$ cat config.mk
export PLATFORM = sky130hd
export DESIGN_NAME = fetch_unit
export DESIGN_NICKNAME = d
export VERILOG_FILES = /design/src/rtl/fetch_unit_pkg.sv /design/src/rtl/fetch_unit_buffer.sv /design/src/rtl/fetch_unit.sv
export SDC_FILE = /design/constraint.sdc
export NUM_CORES = 1
export LEC_CHECK = 0
export BUFFER_PORTS_ARGS = -buffer_cell sky130_fd_sc_hd__buf_2
export CAP_MARGIN = 5
export CORE_ASPECT_RATIO = 0.8
export CORE_MARGIN = 5
export CORE_UTILIZATION = 55
export DETAILED_ROUTE_END_ITERATION = 8
export PLACE_DENSITY = 0.86
export SYNTH_ARGS = -nofsm -noshare
export SYNTH_HDL_FRONTEND = slang
export SYNTH_SLANG_ARGS = --single-unit
$ cat constraint.sdc
create_clock -name clk -period 4.6 [get_ports clk]
set_input_delay 0.23 -clock clk [delete_from_list [all_inputs] [get_ports clk]]
set_output_delay 0.23 -clock clk [all_outputs]
set_load 0.005 [all_outputs]
$ cat src/rtl/fetch_unit_pkg.sv
// Shared types and constants for the instruction fetch unit.
// Build option FETCH_PREFETCH_BUF_EN (see fetch_unit.sv) does not change anything here.
package fetch_unit_pkg;

  typedef enum logic [1:0] {
    IDLE     = 2'd0,
    RUN      = 2'd1,
    REDIRECT = 2'd2
  } fetch_state_e;

  typedef struct packed {
    logic [31:0] pc;
    logic [31:0] instr;
  } fetch_entry_t;

  localparam logic [31:0] PC_STEP = 32'd4;

  function automatic logic [31:0] word_align(input logic [31:0] addr);
    return {addr[31:2], 2'b00};
  endfunction

endpackage

$ cat src/rtl/fetch_unit_buffer.sv
// fetch_buffer: shift-style instruction FIFO with push/pop/clear and occupancy count.
// Depth is 2 with FETCH_PREFETCH_BUF_EN defined, otherwise a single register.
module fetch_buffer
  import fetch_unit_pkg::*;
(
  input  logic         clk,
  input  logic         rst,
  input  logic         push_i,
  input  logic         pop_i,
  input  logic         clear_i,
  input  fetch_entry_t data_i,
  output fetch_entry_t head_o,
  output logic [1:0]   count_o
);

`ifdef FETCH_PREFETCH_BUF_EN
  localparam int DEPTH = 2;
`else
  localparam int DEPTH = 1;
`endif

  fetch_entry_t mem_q [DEPTH];
  fetch_entry_t mem_d [DEPTH];
  logic [1:0]   count_q;
  logic [1:0]   count_d;
  logic [1:0]   wr_idx_s;

  // Next-state: a pop shifts entries toward the head, a push lands behind the survivors.
  always_comb begin
    mem_d    = mem_q;
    count_d  = count_q;
    wr_idx_s = count_q;
    if (clear_i) begin
      count_d = 2'd0;
    end else begin
      if (pop_i) begin
        for (int i = 0; i < DEPTH - 1; i++) begin
          mem_d[i] = mem_q[i+1];
        end
        wr_idx_s = count_q - 2'd1;
      end else begin
        wr_idx_s = count_q;
      end
      for (int i = 0; i < DEPTH; i++) begin
        if (push_i && (wr_idx_s == 2'(i))) begin
          mem_d[i] = data_i;
        end else begin
          mem_d[i] = mem_d[i];
        end
      end
      count_d = count_q + {1'b0, push_i} - {1'b0, pop_i};
    end
  end

  // Storage registers.
  always_ff @(posedge clk or posedge rst) begin
    if (rst) begin
      count_q <= 2'd0;
      for (int i = 0; i < DEPTH; i++) begin
        mem_q[i] <= '0;
      end
    end else begin
      count_q <= count_d;
      mem_q   <= mem_d;
    end
  end

  // Stale data is masked so an empty buffer presents zeros.
  assign head_o  = (count_q != 2'd0) ? mem_q[0] : '0;
  assign count_o = count_q;

endmodule

$ cat src/rtl/fetch_unit.sv
// Instruction fetch front end: IDLE/RUN/REDIRECT sequencer plus fetch PC feeding fetch_buffer.
// FETCH_PREFETCH_BUF_EN enables a 2-entry prefetch buffer; the default is a single register.
module fetch_unit
  import fetch_unit_pkg::*;
#(
  parameter logic [31:0] RESET_PC = 32'h0000_0000
) (
  input  logic        clk,
  input  logic        rst,
  input  logic        hazard,
  input  logic        branch_taken,
  input  logic [31:0] branch_addr,
  output logic        imem_req,
  output logic [31:0] imem_addr,
  input  logic        imem_ack,
  input  logic [31:0] imem_rdata,
  output logic        valid,
  output logic [31:0] instruction,
  output logic [31:0] PC_out
);

  fetch_state_e state_q;
  logic [31:0]  fetch_pc_q;
  fetch_entry_t head_s;
  fetch_entry_t push_data_s;
  logic [1:0]   count_s;
  logic         valid_s;
  logic         pop_s;
  logic         space_s;
  logic         req_s;
  logic         xfer_s;
  logic         push_s;

  assign valid_s = (count_s != 2'd0);
  assign pop_s   = valid_s & ~hazard;

`ifdef FETCH_PREFETCH_BUF_EN
  assign space_s = (count_s < 2'd2);
`else
  assign space_s = (count_s == 2'd0) | pop_s;
`endif

  assign req_s       = (state_q == RUN) & space_s;
  assign xfer_s      = req_s & imem_ack;
  assign push_s      = xfer_s & ~branch_taken;
  assign push_data_s = {fetch_pc_q + PC_STEP, imem_rdata};

  // Sequencer and fetch PC; a redirect overrides everything, including a same-cycle transfer.
  always_ff @(posedge clk or posedge rst) begin
    if (rst) begin
      state_q    <= IDLE;
      fetch_pc_q <= word_align(RESET_PC);
    end else if (branch_taken) begin
      state_q    <= REDIRECT;
      fetch_pc_q <= word_align(branch_addr);
    end else begin
      case (state_q)
        IDLE:     state_q <= RUN;
        RUN: begin
          if (xfer_s) begin
            fetch_pc_q <= fetch_pc_q + PC_STEP;
          end else begin
            fetch_pc_q <= fetch_pc_q;
          end
        end
        REDIRECT: state_q <= RUN;
        default:  state_q <= IDLE;
      endcase
    end
  end

  fetch_buffer u_buf (
    .clk     (clk),
    .rst     (rst),
    .push_i  (push_s),
    .pop_i   (pop_s),
    .clear_i (branch_taken),
    .data_i  (push_data_s),
    .head_o  (head_s),
    .count_o (count_s)
  );

  assign imem_req    = req_s;
  assign imem_addr   = fetch_pc_q;
  assign valid       = valid_s;
  assign instruction = head_s.instr;
  assign PC_out      = head_s.pc;

endmodule

==> results_dict.tcl, run 1 <==
set metrics [dict create \
    wl_per_cell_um 15.7 \
    rows 31 \
    post-cts-setup-buffer-count 0 \
    slew_viol_final 0 \
    status "finished, final reports clean" \
    start_kind "register" \
    drive_gt1_share_pct 33.2 \
    fp.dieW_um 118 \
    ios 167 \
    yosysMostFrequentCell "dfrtp_1" \
    ys_async_sr_fraction_pct 100 \
    numCtsBuffers 9 \
    cts.sinks 96 \
    netlist_area_um2 5130 \
    hold_start "branch_addr[29]" \
    clkTransAtPathRegs_ps 70 \
    synth.area.top_cells "dfrtp_1, nor2b_1, mux2_2" \
    crit_type "register to register" \
    synth-seq-cells 96 \
    vias 4124 \
    clock_latency_ps 340 \
    n_antenna_cell 0 \
    finClkSkew_ps 8.34 \
    nets 734 \
    tightest_slew_ps 1060 \
    synth_flop_cell "dfrtp_1" \
    finalSetupViolations 0 \
    dp_hpwl_um 8760 \
    ys_types 36 \
    cts_resized 0 \
    finalPower_uw 3010 \
    cts_tree "built" \
    fin_util_pct 68.3 \
    slew-limit-headroom_pct 29.1 \
    synth_edf_count 0 \
    start_util_pct 56.5 \
    htreeDepth 3 \
    routabilityCongestion 0.818 \
    grt_setup_unrepaired "false" \
    finalSetupTns_ps 0 \
    cp.required_ps 4820 \
    grt_pass1_wl_um 20000 \
    crit_start "u_buf.count_o[1]" \
    r2r_start "u_buf.count_o[1]" \
    irDropWorstVdd_mv 0.253 \
    crit_path_end_kind "register" \
    synth_warnings 0 \
    totalWireLength_um 12300 \
    min_path_type "input pin to register" \
    finalCriticalPeriod_ps 3600 \
    drtPass1Iterations 4 \
    timing.final.hold_violations 0 \
    maxCapViolations 0 \
    p_leak_uw 0.00289 \
    ant_nets 0 \
    route.detailed.drc 0 \
    arrival_ps 3830 \
    hold_ws_ps 98.0 \
    period_share_pct 78.3 \
    fp.dieH_um 96.4 \
    yosysTopAreaCell "dfrtp_1" \
    netlist.area_leader.share_pct 46.8 \
    max_clock_freq_ghz 0.277 \
    synth_area_per_cell_um2 9.78 \
    port_buffers 160 \
    dieArea_um2 11400 \
    syn_inst 525 \
    cts_hold_buf 1 \
    coreArea_um2 9080 \
    grt_overflow 0 \
    grt_pass1_vias 4098 \
    cts_max_path_buffers 2 \
    grt_max_degree 68 \
    worstPathMaxFanout 53 \
    track_usage_pct 21.8 \
    drt_iter0_drc 233 \
    ys_top_cells_by_count "dfrtp_1, nand2_1, nor2b_1" \
    power_per_cell_area_nw_per_um2 486 \
    synthToLayoutAreaGrowth_pct 20.9 \
    antenna_found_initial 0 \
    synth-seq-area-share_pct 46.8 \
    vias_per_cell 5.28 \
    clockRootBuffer "clkbuf_16" \
]
-- area by class of cell --
cell class / instances / area [µm²]
clock buffers: 11 / 253
well taps: 115 / 144
clock inverters: 5 / 55.1
fillers: 721 / 2870
flip-flops and latches: 96 / 2400
repair buffers: 164 / 833
multi-input cells: 384 / 2490
inverters: 6 / 25.0
-- metrics by stage --
step	area, µm²	cells	worst slack [ps]
floorplan	5140	528	1860
finish	6200	781	996
CTS	6200	781	959
global placement	5890	764	1070
global route	6200	781	679
detailed placement	5890	764	967
-- worst paths after layout --
| path | to | slack [ps] | cells after the start |
|---|---|---|---|
| worst max-delay path | u_buf.mem_q[19] | 1000 | 8 |
| worst min-delay path | imem_addr[29] | 100 | 3 |
| worst max register to register | u_buf.mem_q[19] | 1000 | 8 |
| worst min register to register | state_q[0] | 450 | 1 |
| max in group asynchronous | u_buf.mem_q[41] | 3010 | 4 |
| min in group asynchronous | u_buf.mem_q[20] | 470 | 3 |
-- cells in the final DEF, fill, tap and decap left out, types with 2 or more instances in the layout --
cell type / count
buf_2: 160
dfrtp_1: 96
nand2_1: 73
nor2b_1: 64
o21ai_0: 56
xnor2_1: 40
mux2_2: 34
xor2_1: 17
nor2_1: 16
nor3_1: 15
nand3_1: 12
clkbuf_16: 9
nand4_1: 8
and3_1: 7
and4_1: 6
nor4_1: 6
inv_1: 5
and2_1: 4
conb_1: 4
nand4_4: 3
ha_1: 3
buf_4: 3
nand2b_1: 2
o21ai_1: 2
o31a_1: 2
clkinvlp_4: 2
clkbuf_8: 2
clkinv_2: 2
-- per-layer routing --
| layer | share of wire, % | vias to the layer above | GRT usage (%) |
|---|---|---|---|
| met5 | 0 | - | 0 |
| met4 | 0.63 | 0 | 5.16 |
| met3 | 8.5 | 8 | 6.58 |
| met2 | 48 | 163 | 37.4 |
| met1 | 43 | 1945 | 27.6 |
| li1 | - | 2008 | - |
-- registers in the layout, indices dropped and copies added, names as in the netlist --
register	count
state_q	2
imem_addr	30
u_buf.mem_q	62
u_buf.count_o	2
-- cells by family (layout without fill, tap and decap cells) --
logic type                 Yosys count  after routing  share of synthesized area, %
and+or+nand+nor                    222            222                          23.5
xor gates and xnor gates            57             57                          9.73
buffers and inverters               48            186                          4.95
muxes                               35             35                          7.65
adders and majority gates            4              4                         0.975
DFF                                 96             96                          46.8
other                                1              4                        0.0731
AOI/OAI and AO/OA                   62             62                          6.27
-- report_power, final --
part	total, µW	internal, µW	switching (µW)
sequential	1310	1140	169
combinational	944	488	455
clock	756	449	307
-- critical path: stages (launching register included) --
cell      delay [ps]
dfrtp_1          380
inv_1             90
ha_2             560
buf_4            470
o21ai_0          150
o311ai_0         110
or3_2            860
buf_4            490
mux2_2           380
No activity file was read; power rests on OpenSTA's default activity.
==> inputs of run 2 (changes only) <==
CORE_UTILIZATION = 46   (was 55)
PLACE_DENSITY = 0.76   (was 0.86)
clock period = 3 ns   (was 4.6 ns; I/O delays follow)
==> run 2 against run 1 <==
Setup slack got worse by 610 ps. Power rose by 56%. Clock power increased by 63%. Sequential share of layout area is 0.49 points lower. Critical path type unchanged. Critical endpoint is now u_buf.mem_q[21]. Combinational power rose by 55%. Fmax is 38% higher. Highest routed layer is now met5.
==> results_dict.tcl, run 2 (synthesis results as in run 1) <==
set metrics [dict create \
    status "finished, final reports clean" \
    coreArea_um2 10900 \
    cp.required_ps 3220 \
    regArea_um2 2400 \
    crit_path_end_kind "register" \
    n_antenna_cell 0 \
    synthToLayoutAreaGrowth_pct 22.4 \
    hold_start "branch_addr[23]" \
    power_per_cell_area_nw_per_um2 749 \
    antenna_found_initial 1 \
    cts_max_path_buffers 2 \
    p_sw_uw 1460 \
    r2r_start "u_buf.count_o[1]" \
    rows 34 \
    layout_common_cells "buf_2, dfrtp_1, nand2_1, nor2b_1, o21ai_0" \
    cts_tree "built" \
    grt_pass1_vias 4136 \
    finClkSkew_ps 8.13 \
    clock_power_share_pct 26.1 \
    clockRootBuffer "clkbuf_16" \
    htreeDepth 3 \
    cts_resized 0 \
    fp.dieH_um 104 \
    drive_gt1_share_pct 33.6 \
    clock_latency_ps 340 \
    wl_per_cell_um 15.6 \
    port_buffers 160 \
    switching_share_pct 31.0 \
    slew-limit-headroom_pct 41.3 \
    p_leak_uw 0.00291 \
    multi_input_area_um2 2490 \
    nets 738 \
    min_path_type "input pin to register" \
    period_share_pct 87.1 \
    grt_setup_unrepaired "false" \
    grt_overflow 0 \
    arrival_ps 2840 \
    largest_register "u_buf.mem_q" \
    grt_max_degree 91 \
    tightest_slew_ps 881 \
    cts.sinks 96 \
    dp_hpwl_um 9230 \
    finalSetupTns_ps 0 \
    cell_internal_pwr_uw 3250 \
    numCtsBuffers 9 \
    start_util_pct 47.1 \
    finalSetupViolations 0 \
    final_common_cell "buf_2" \
    worst_slack_ps 386 \
    route.detailed.drc 0 \
    crit_type "register to register" \
    finalCriticalPeriod_ps 2610 \
    maxCapViolations 0 \
    worstPathMaxFanout 90 \
    drt_iter0_drc 218 \
    post-cts-setup-buffer-count 0 \
    dieArea_um2 13400 \
    routabilityCongestion 0.801 \
    drtPass1Iterations 4 \
    totalWireLength_um 12700 \
    max_clock_freq_ghz 0.383 \
    ios 167 \
    nFillCells 984 \
    irDropWorstVdd_mv 0.298 \
    slew_viol_final 0 \
    ant_nets 0 \
    track_usage_pct 19.4 \
    crit_start "u_buf.count_o[1]" \
    timing.final.hold_violations 0 \
    largest_reg_flops 62 \
    cts_hold_buf 1 \
    start_kind "register" \
    fp.dieW_um 128 \
    p_seq_share_pct 42.9 \
    comb_power_share_pct 31.0 \
    vias_per_cell 5.05 \
    place_ws_ps 355 \
    vias 4109 \
    grt_pass1_wl_um 21200 \
    clkTransAtPathRegs_ps 70 \
]
[run 2: changes by cell type in the layout (fill, tap and decap cells not counted), sizes merged]
cell	change
clkbuf	-2
buf	+4
bufinv	+1
clkinvlp	+1
[run 2: layout make-up]
class | count | area share, %
Clock inverter | 7 | 1.53
Tap cell | 144 | 2.87
Timing Repair Buffer | 168 | 13.7
Sequential cell | 96 | 38.2
Clock buffer | 9 | 3.58
Multi-Input combinational cell | 384 | 39.6
Inverter | 6 | 0.398
[run 2: per-stage QoR]
step                instances  hold WS (ps)  util, %  area [µm²]  total power, µW
floorplan                 528           270        -        5140             2940
global placement          797           185     54.7        5950             3450
detailed placement        797           189     54.7        5950             3530
CTS                       814          3.48     57.7        6280             4770
global route              814          8.21     57.7        6280             5040
finish                    814          17.3     57.7        6280             4700
[run 2: critical path: stages (launching register included)]
cell and delay, ps:
dfrtp_1 380, inv_1 90, ha_2 300, nor2_1 80
ha_1 280, o311ai_0 80, or3_2 160, buf_4 670
mux2_2 420
[run 2: path summary, 6_finish.rpt]
kind	end	slack [ps]	cells past startpoint
max	u_buf.mem_q[21]	390	8
min	imem_addr[23]	20	3
max reg2reg	u_buf.mem_q[21]	390	8
min reg2reg	state_q[0]	450	1
max in group asynchronous	imem_addr[7]	1850	4
min in group asynchronous	u_buf.mem_q[25]	370	3
[run 2: metal layers]
layer  GRT usage [%]  vias to the layer above  wire length, µm
li1                -                     2020                -
met3            5.13                       17              927
met5               0                        -               13
met4            4.32                        2              116
met2            31.2                      131             5990
met1            26.4                     1939             5650
[run 2: power groups by stage]
stage               combinational (µW)  sequential [µW]  clock, µW
floorplan                          995             1950          0
global placement                  1440             2010          0
detailed placement                1490             2040          0
CTS                               1490             2020       1260
global route                      1650             2080       1310
finish                            1460             2020       1230
